File: config.mk
export PLATFORM = sky130hd
export DESIGN_NAME = multdiv_unit
export DESIGN_NICKNAME = d
export VERILOG_FILES = /design/src/rtl/multdiv_unit.sv
export SDC_FILE = /design/constraint.sdc
export NUM_CORES = 1
export LEC_CHECK = 0
export BUFFER_PORTS_ARGS = -buffer_cell sky130_fd_sc_hd__buf_2
export CAP_MARGIN = 20
export CORE_MARGIN = 1
export CORE_UTILIZATION = 40
export DETAILED_ROUTE_END_ITERATION = 10
export GPL_TIMING_DRIVEN = 0
export PLACE_DENSITY = 0.57
export SLEW_MARGIN = 25
export SYNTH_ARGS = -nofsm -noshare
export SYNTH_HDL_FRONTEND = slang
export SYNTH_SLANG_ARGS = --single-unit
File: constraint.sdc
create_clock -name clock -period 5 [get_ports clock]
set_clock_uncertainty 0.05 [all_clocks]
set_input_delay 0.25 -clock clock [delete_from_list [all_inputs] [get_ports clock]]
set_output_delay 0.25 -clock clock [all_outputs]
set_load 0.05 [all_outputs]
File: src/rtl/multdiv_unit.sv
// Iterative signed multiply (radix-2 Booth) / divide (non-restoring) unit with a one-cycle ready pulse.
// Define MULTDIV_DIV_EN to build the divider; without it, a divide reports an exception after one cycle.
module multdiv_unit #(
  parameter int WIDTH = 32
) (
  input  logic             clock,
  input  logic             ctrl_reset,
  input  logic             ctrl_MULT,
  input  logic             ctrl_DIV,
  input  logic [WIDTH-1:0] data_operandA,
  input  logic [WIDTH-1:0] data_operandB,
  output logic [WIDTH-1:0] data_result,
  output logic             data_exception,
  output logic             data_resultRDY,
  output logic             ctrl_busy
);

  localparam int CW = $clog2(WIDTH + 1);
  localparam logic [CW-1:0] LAST = CW'(WIDTH);

  typedef enum logic [1:0] {IDLE, MUL, DIV, DONE} state_t;

  state_t          state, state_nxt;
  logic [CW-1:0]   cnt;
  logic            accept, go_mul, go_div;

  // Booth register: one guard bit on the accumulator keeps A +/- M exact for the most-negative multiplicand
  logic [WIDTH-1:0] mcand, mq;
  logic [WIDTH:0]   acc, acc_sum;
  logic             q_m1;
  logic             mul_exc;

  // A strobe seen during the DONE cycle is taken on the edge that leaves DONE
  assign accept = (state == IDLE || state == DONE) && (ctrl_MULT || ctrl_DIV);
  assign go_mul = accept && ctrl_MULT;
  assign go_div = accept && !ctrl_MULT;

  assign ctrl_busy      = (state == MUL) || (state == DIV);
  assign data_resultRDY = (state == DONE);

  always_comb begin
    state_nxt = state;
    case (state)
      IDLE, DONE: begin
        if (go_mul)      state_nxt = MUL;
        else if (go_div) state_nxt = DIV;
        else             state_nxt = IDLE;
      end
      MUL: if (cnt == LAST) state_nxt = DONE;
`ifdef MULTDIV_DIV_EN
      DIV: if (cnt == LAST) state_nxt = DONE;
`else
      DIV: state_nxt = DONE;
`endif
      default: state_nxt = IDLE;
    endcase
  end

  always_comb begin
    acc_sum = acc;
    case ({mq[0], q_m1})
      2'b01:   acc_sum = acc + {mcand[WIDTH-1], mcand};
      2'b10:   acc_sum = acc - {mcand[WIDTH-1], mcand};
      default: acc_sum = acc;
    endcase
  end

  // Product high word must be the sign extension of the low word
  assign mul_exc = acc[WIDTH-1:0] != {WIDTH{mq[WIDTH-1]}};

`ifdef MULTDIV_DIV_EN
  logic [WIDTH+1:0] rem, rem_shift, rem_nxt;
  logic [WIDTH-1:0] quo, dvs, quo_fix;
  logic             div_neg, div_zero, div_ovf;

  assign rem_shift = {rem[WIDTH:0], quo[WIDTH-1]};
  assign rem_nxt   = rem[WIDTH+1] ? rem_shift + {2'b00, dvs} : rem_shift - {2'b00, dvs};
  assign quo_fix   = div_neg ? -quo : quo;

  always_ff @(posedge clock or negedge ctrl_reset) begin
    if (!ctrl_reset) begin
      rem      <= '0;
      quo      <= '0;
      dvs      <= '0;
      div_neg  <= 1'b0;
      div_zero <= 1'b0;
      div_ovf  <= 1'b0;
    end else if (go_div) begin
      rem      <= '0;
      quo      <= data_operandA[WIDTH-1] ? -data_operandA : data_operandA;
      dvs      <= data_operandB[WIDTH-1] ? -data_operandB : data_operandB;
      div_neg  <= data_operandA[WIDTH-1] ^ data_operandB[WIDTH-1];
      div_zero <= data_operandB == '0;
      div_ovf  <= (data_operandA == {1'b1, {(WIDTH-1){1'b0}}}) && (&data_operandB);
    end else if (state == DIV && cnt != LAST) begin
      rem <= rem_nxt;
      quo <= {quo[WIDTH-2:0], ~rem_nxt[WIDTH+1]};
    end
  end
`endif

  always_ff @(posedge clock or negedge ctrl_reset) begin
    if (!ctrl_reset) begin
      state          <= IDLE;
      cnt            <= '0;
      data_result    <= '0;
      data_exception <= 1'b0;
      mcand          <= '0;
      mq             <= '0;
      acc            <= '0;
      q_m1           <= 1'b0;
    end else begin
      state <= state_nxt;
      if (accept) begin
        cnt            <= '0;
        data_result    <= '0;
        data_exception <= 1'b0;
        mcand          <= data_operandA;
        mq             <= data_operandB;
        acc            <= '0;
        q_m1           <= 1'b0;
      end else if (state == MUL) begin
        if (cnt != LAST) begin
          acc  <= {acc_sum[WIDTH], acc_sum[WIDTH:1]};
          mq   <= {acc_sum[0], mq[WIDTH-1:1]};
          q_m1 <= mq[0];
          cnt  <= cnt + CW'(1);
        end else begin
          data_result    <= mq;
          data_exception <= mul_exc;
        end
      end else if (state == DIV) begin
`ifdef MULTDIV_DIV_EN
        if (cnt != LAST) begin
          cnt <= cnt + CW'(1);
        end else begin
          data_result    <= div_zero ? '0 : quo_fix;
          data_exception <= div_zero | div_ovf;
        end
`else
        data_result    <= '0;
        data_exception <= 1'b1;
`endif
      end
    end
  end

endmodule

# ---- Word level (Yosys, flattened, before mapping)
# Cells that the tools add are included.
# W data, S select, Z words.
dict set report totals {
  regBits 139
  in_bits 68
  out_inout_bits 35
  word_cells 60
}
dict set report classes {
  addsub 3
  n_eq_ne 10
  n_mux 25
  reduce_logical 14
}
# operator n
set ops {}
lappend ops {{$mux W32} 7}
lappend ops {{$mux W33} 3}
lappend ops {{$pmux W33 S2} 1}
lappend ops {{$add A33 B33 Y33} 1}
lappend ops {{$sub A33 B33 Y33} 1}
lappend ops {{$ne A32 B32 Y1} 1}
lappend ops {{$mux W6} 3}
lappend ops {{$mux W1} 7}
lappend ops {{$add A6 B1 Y6 const B} 1}
lappend ops {{$eq A2 B2 Y1 const B} 3}
lappend ops {{$eq A6 B6 Y1 const B} 1}
lappend ops {{$mux W2} 3}
lappend ops {{$ne A6 B6 Y1 const B} 1}
lappend ops {{$pmux W2 S3} 1}
lappend ops {{$eq A2 B1 Y1 const B} 2}
lappend ops {{$reduce_and A2 Y1} 2}
lappend ops {{$reduce_bool A2 Y1} 2}
lappend ops {{$logic_and A1 B1 Y1} 3}
lappend ops {{$logic_or A1 B1 Y1} 3}
lappend ops {{$ne A3 B3 Y1 const B} 1}
lappend ops {{$reduce_bool A3 Y1} 1}
lappend ops {{$logic_not A2 Y1} 1}
lappend ops {{$ne A2 B2 Y1 const B} 1}
lappend ops {{$reduce_or A2 Y1} 1}
lappend ops {{$logic_not A1 Y1} 1}

# ---- Longest topological paths before layout
dict set report logic_depth {
  word_depth 7
  ltp_mapped 19
  depth_no_buf 19
}

# ---- Least setup slack after synthesis
# Ideal clock, no wire load.
dict set report synth_timing {
  path_type {register -> register}
  from {register mcand[3]}
  to {register acc[31]}
  t_arrival_ns 3.671
  required_time_ns 4.830
  path_slack_ns 1.159
  path_stages_with_launch 20
  path_buffers 0
  path_cell_list {dfrtp_1 -> nor4_2 -> nand2_1 -> nor4_4 -> nand2_1 -> nor3b_2 -> nand2_1 -> nor2_1 -> nor2_1 -> xnor2_1 -> ha_1 -> a21o_1 -> a21oi_1 -> o21ai_0 -> a31o_2 -> a21oi_1 -> o21ai_0 -> xor2_1 -> a21oi_1 -> a31o_2}
}
dict set report synth_between {
  elab_chain_len 5
}
# element line_no
set synth_rtl {}
lappend synth_rtl {{start: declaration} 28} ;# logic [WIDTH-1:0] mcand, mq;
lappend synth_rtl {{start signal: assignment} 118} ;# mcand <= data_operandA;
lappend synth_rtl {{$sub A33 B33 Y33 / $add A33 B33 Y33 (equally long branches)} {63, 62}}
lappend synth_rtl {{$pmux W33 S2 *} 61} ;# case ({mq[0], q_m1})
lappend synth_rtl {{$mux W33 *} 123} ;# if (cnt != LAST) begin
lappend synth_rtl {{$mux W33 *} 122} ;# end else if (state == MUL) begin
lappend synth_rtl {{$mux W33 *} 114} ;# if (accept) begin
lappend synth_rtl {{end signal: assignment} 124} ;# acc <= {acc_sum[WIDTH], acc_sum[WIDTH:1]};
lappend synth_rtl {{end: declaration} 29} ;# logic [WIDTH:0] acc, acc_sum;
# Every way passes the cells marked *; elsewhere a longest branch is shown, timed or not. The select of a mux whose other input is x is not followed.
# A chain may end at the register's enable or synchronous reset.

# ---- Worst setup path after layout
dict set report layout_timing {
  from {register mcand[3]}
  to {register acc[27]}
}
# The elaborated chain is that of the path after synthesis.

==> out/results.tsv <==
stage	metric	value	unit
status	status	finished, final reports clean	
final_layout	fill count	2015	
sta	RSZ-0062 raised after global routing	no	
synth	dominant cells by area after synthesis	dfrtp_1, nand2_1, ha_1	
clocking	CTS Buffer Depth	2	
sta	Worst Tran Pin Value	0.9259	ns
clocking	H-tree depth	4	
die	initial cell density of the core	41.14	%
routing	DR pass1 iterations	5	
clocking	clock root buffer master	clkbuf_16	
routing	DRT iter0 DRCs	570	
synth	Cell variety after synth	54	
global_routing	total track usage	22.96	%
worst_setup_path	Top cell by count, worst path	nand2_1	
die	die outline width	147.0	um
synth	netlist area before placement	8404	um2
routing	DR vias/cell	5.306	
global_routing	initial antenna violation count	0	
sta	worst hold slack	0.03092	ns
synth	EDFF count, synth	0	
sta	Final TNS setup	0	ns
worst_setup_path	Setup CP Type	reg -> reg	
placed_design	pre-CTS setup slack	0.4767	ns
routing	Avg WL per Cell	16.60	um
synth	fraction of registers with async set/reset	100.0	%
worst_setup_path	worst-path maximum fanout	9	
placed_design	post-DP HPWL	17.59	mm
clocking	CTS tree	yes	
sta	Final setup viols	0	
worst_hold_path	sink of the worst hold path	mq[5]	
synth	yosys warns	0	
worst_setup_path	R2R Setup Slk	0.46	ns
sta	Max Slew Vio Count	0	
routing	Routed WL	24.04	mm
worst_setup_path	crit path cell chain	nor4_4 > nand2_1 > nor4_4 > nand2_1 > nor3b_2 > nand2_1 > nor2_1 > nor2_1 > xnor2_1 > ha_1 > clkbuf_1 > and3_1 > nand2_1 > o221ai_1 > a41oi_1 > o21ai_0 > xor2_1 > nand2_1 > a311oi_1	
die	# IOs	103	
worst_setup_path	FF-to-FF End	acc[27]	
synth	FF+latch count, synth	138	
die	die area	21590	um2
sta	final worst setup slack	0.4599	ns
worst_setup_path	worst endpoint required time	5.28	ns
worst_setup_path	highest-delay cell along the critical path	dfrtp_1	
final_layout	nets	1274	
routing	DRC	0	
placed_design	# port buffers	102	
sta	Hold Fails Final Rpt	0	
synth	Mapped Nets	1118	
worst_setup_path	startpoint types	register	
die	Die H	147.0	um
routing	vias after detailed routing	7683	
synth	post-synthesis sequential area ratio	41.09	%
synth	Yosys top cell area share	41.09	%
synth	dominant synthesized flop cell	dfrtp_1	
synth	area leader, netlist	dfrtp_1	
worst_hold_path	Hold Path Depth	3	
clocking	post-CTS setup buffers	0	
die	core outline area	20430	um2
synth	Post-Syn Area per Cell	8.329	um2
global_routing	largest net degree at the start of global routing	87	
run	max_cap viols	0	
final_layout	layout cell share with drive strength beyond 1	12.73	%
worst_setup_path	Setup crit end kind	register	
global_routing	vias in the first global route	7379	
worst_hold_path	Worst Hold Class	in -> reg	
synth	Cells after Synth	1009	
global_routing	global-route wire length before repair	38.85	mm
worst_setup_path	FF-to-FF Start	mcand[3]	
clocking	Clock Latency Late Sink	0.44	ns
sta	Tcrit/Tclk final	90.80	%
final_layout	post-synthesis to final-layout area growth	22.38	%
sta	max_slew headroom	37.75	%
die	Rows	52	
worst_setup_path	R2R depth	19	
clocking	TritonCTS Buffers	17	
sta	minimum clock period	4.540	ns
worst_setup_path	Critical Path Max Stage Delay	0.45	ns
final_layout	Diodes inserted	0	
routing	number of antenna-violating nets in the routed design	0	
worst_hold_path	Hold Path Origin	data_operandB[5]	
worst_setup_path	CP arrival	4.82	ns
placed_design	routability cong.	0.8780	
clocking	CTS clock-pin slew for the worst setup and hold paths	0.07	ns
clocking	clock net sink count	138	
global_routing	grt ovf	0	
sta	Fmax	220.3	MHz
[critical path, delay by kind of cell (launching register included)]
family / cells / cell delay (ns)
flip-flops: 1 / 0.45
buffers and inverters: 1 / 0.28
AO/OA/AOI/OAI: 4 / 0.92
XOR/XNOR: 2 / 0.37
adder cells (fa/ha/maj): 1 / 0.27
AND/OR/NAND/NOR: 11 / 2.08
[cells in the mapped netlist (2+ instances only)]
library cell  instances
nand2_1             215
dfrtp_1             138
nor2_1               98
a21oi_1              73
clkbuf_1             53
o21ai_0              46
xnor2_1              45
a31oi_1              44
ha_1                 40
a22o_1               32
inv_1                25
nor3_1               25
nand3_1              16
o211ai_1             15
a21o_1               14
xor2_1               14
nand4_1              11
or3_1                 9
nor4_1                8
o31ai_1               7
a211oi_1              6
and3_1                6
nor2b_1               6
a311oi_1              5
and2_1                5
buf_1                 5
o21a_1                5
nand2b_1              4
a31o_2                3
mux2i_1               3
o21bai_1              3
a2111oi_0             2
and2_4                2
nor3b_2               2
o211a_1               2
o221ai_1              2
or2_2                 2
or4_1                 2
[sequential cells by signal, indices dropped and copies added (netlist names)]
signal	count
state	2
data_result	32
acc	32
data_exception	1
q_m1	1
mcand	32
cnt	6
mq	32
[per-layer routing]
metal	vias up	wire, um	GRT usage [%]
met1	3559	11710	32.36
met5	-	0	0
met3	24	1297	4.379
met4	0	340	6.186
li1	3875	-	-
met2	225	10680	36.04
[how the worst max path moves through the flow]
stage / start / endpoint / depth (start not counted)
final: mcand[3] / acc[27] / 19
after global routing: mcand[3] / acc[27] / 19
after CTS: mcand[3] / acc[27] / 19
after detailed placement: mcand[3] / acc[27] / 19
after global placement: mcand[3] / acc[31] / 19
after floorplan: mcand[3] / acc[31] / 19
[cells in the final DEF, fill, tap and decap left out, types with 14 or more instances in the layout]
master,count
a21o_1,14
dfrtp_1,138
clkbuf_1,53
nor3_1,25
inv_1,25
nand2_1,215
clkbuf_16,17
nand3_1,16
dlygate4sd3_1,34
buf_2,101
o211ai_1,15
xor2_1,14
a21oi_1,73
xnor2_1,45
nor2_1,98
ha_1,40
a22o_1,32
a31oi_1,44
o21ai_0,46
[area by class of cell]
| class | count | area, um2 | area share, % |
|---|---|---|---|
| multi-input cells | 788 | 4648 | 45.19 |
| flip-flops and latches | 138 | 3453 | 33.58 |
| repair buffers | 137 | 888.4 | 8.637 |
| clock buffers | 17 | 425.4 | 4.136 |
| well taps | 270 | 337.8 | 3.285 |
| clock inverters | 15 | 220.2 | 2.141 |
| plain buffers | 58 | 217.7 | 2.117 |
| inverters | 25 | 93.84 | 0.9124 |
[kinds of logic (layout without fill, tap and decap cells)]
logic type / Yosys count / count (layout) / share of synthesized area [%]
mux: 3 / 3 / 0.3573
xor+xnor: 59 / 59 / 6.149
compound gates: 271 / 271 / 21.11
simple gates: 414 / 414 / 21.39
buf+inv: 83 / 252 / 3.707
flops: 138 / 138 / 41.09
fa+ha+maj: 41 / 41 / 6.193
[through the flow]
| stage | area, um2 | cells | util (%) |
|---|---|---|---|
| 6_report | 10280 | 1448 | 50.34 |
| 5_1_grt | 10280 | 1448 | 50.34 |
| 4_1_cts | 10280 | 1448 | 50.30 |
| 3_5_place_dp | 9290 | 1382 | 45.47 |
| 3_3_place_gp | 9253 | 1381 | 45.29 |
| 2_1_floorplan | 8404 | 1009 | - |
[what timing repair did]
action / in CTS / in global routing
resized for setup: 0 / 1
hold buffers: 34 / 0
endpoints found under the setup margin: 0 / 2
endpoints found under the hold margin: 85 / 0
Power is left out: the tool's default activity adds up to more than one toggle a clock period on the data nets, which glitch-free logic cannot reach.
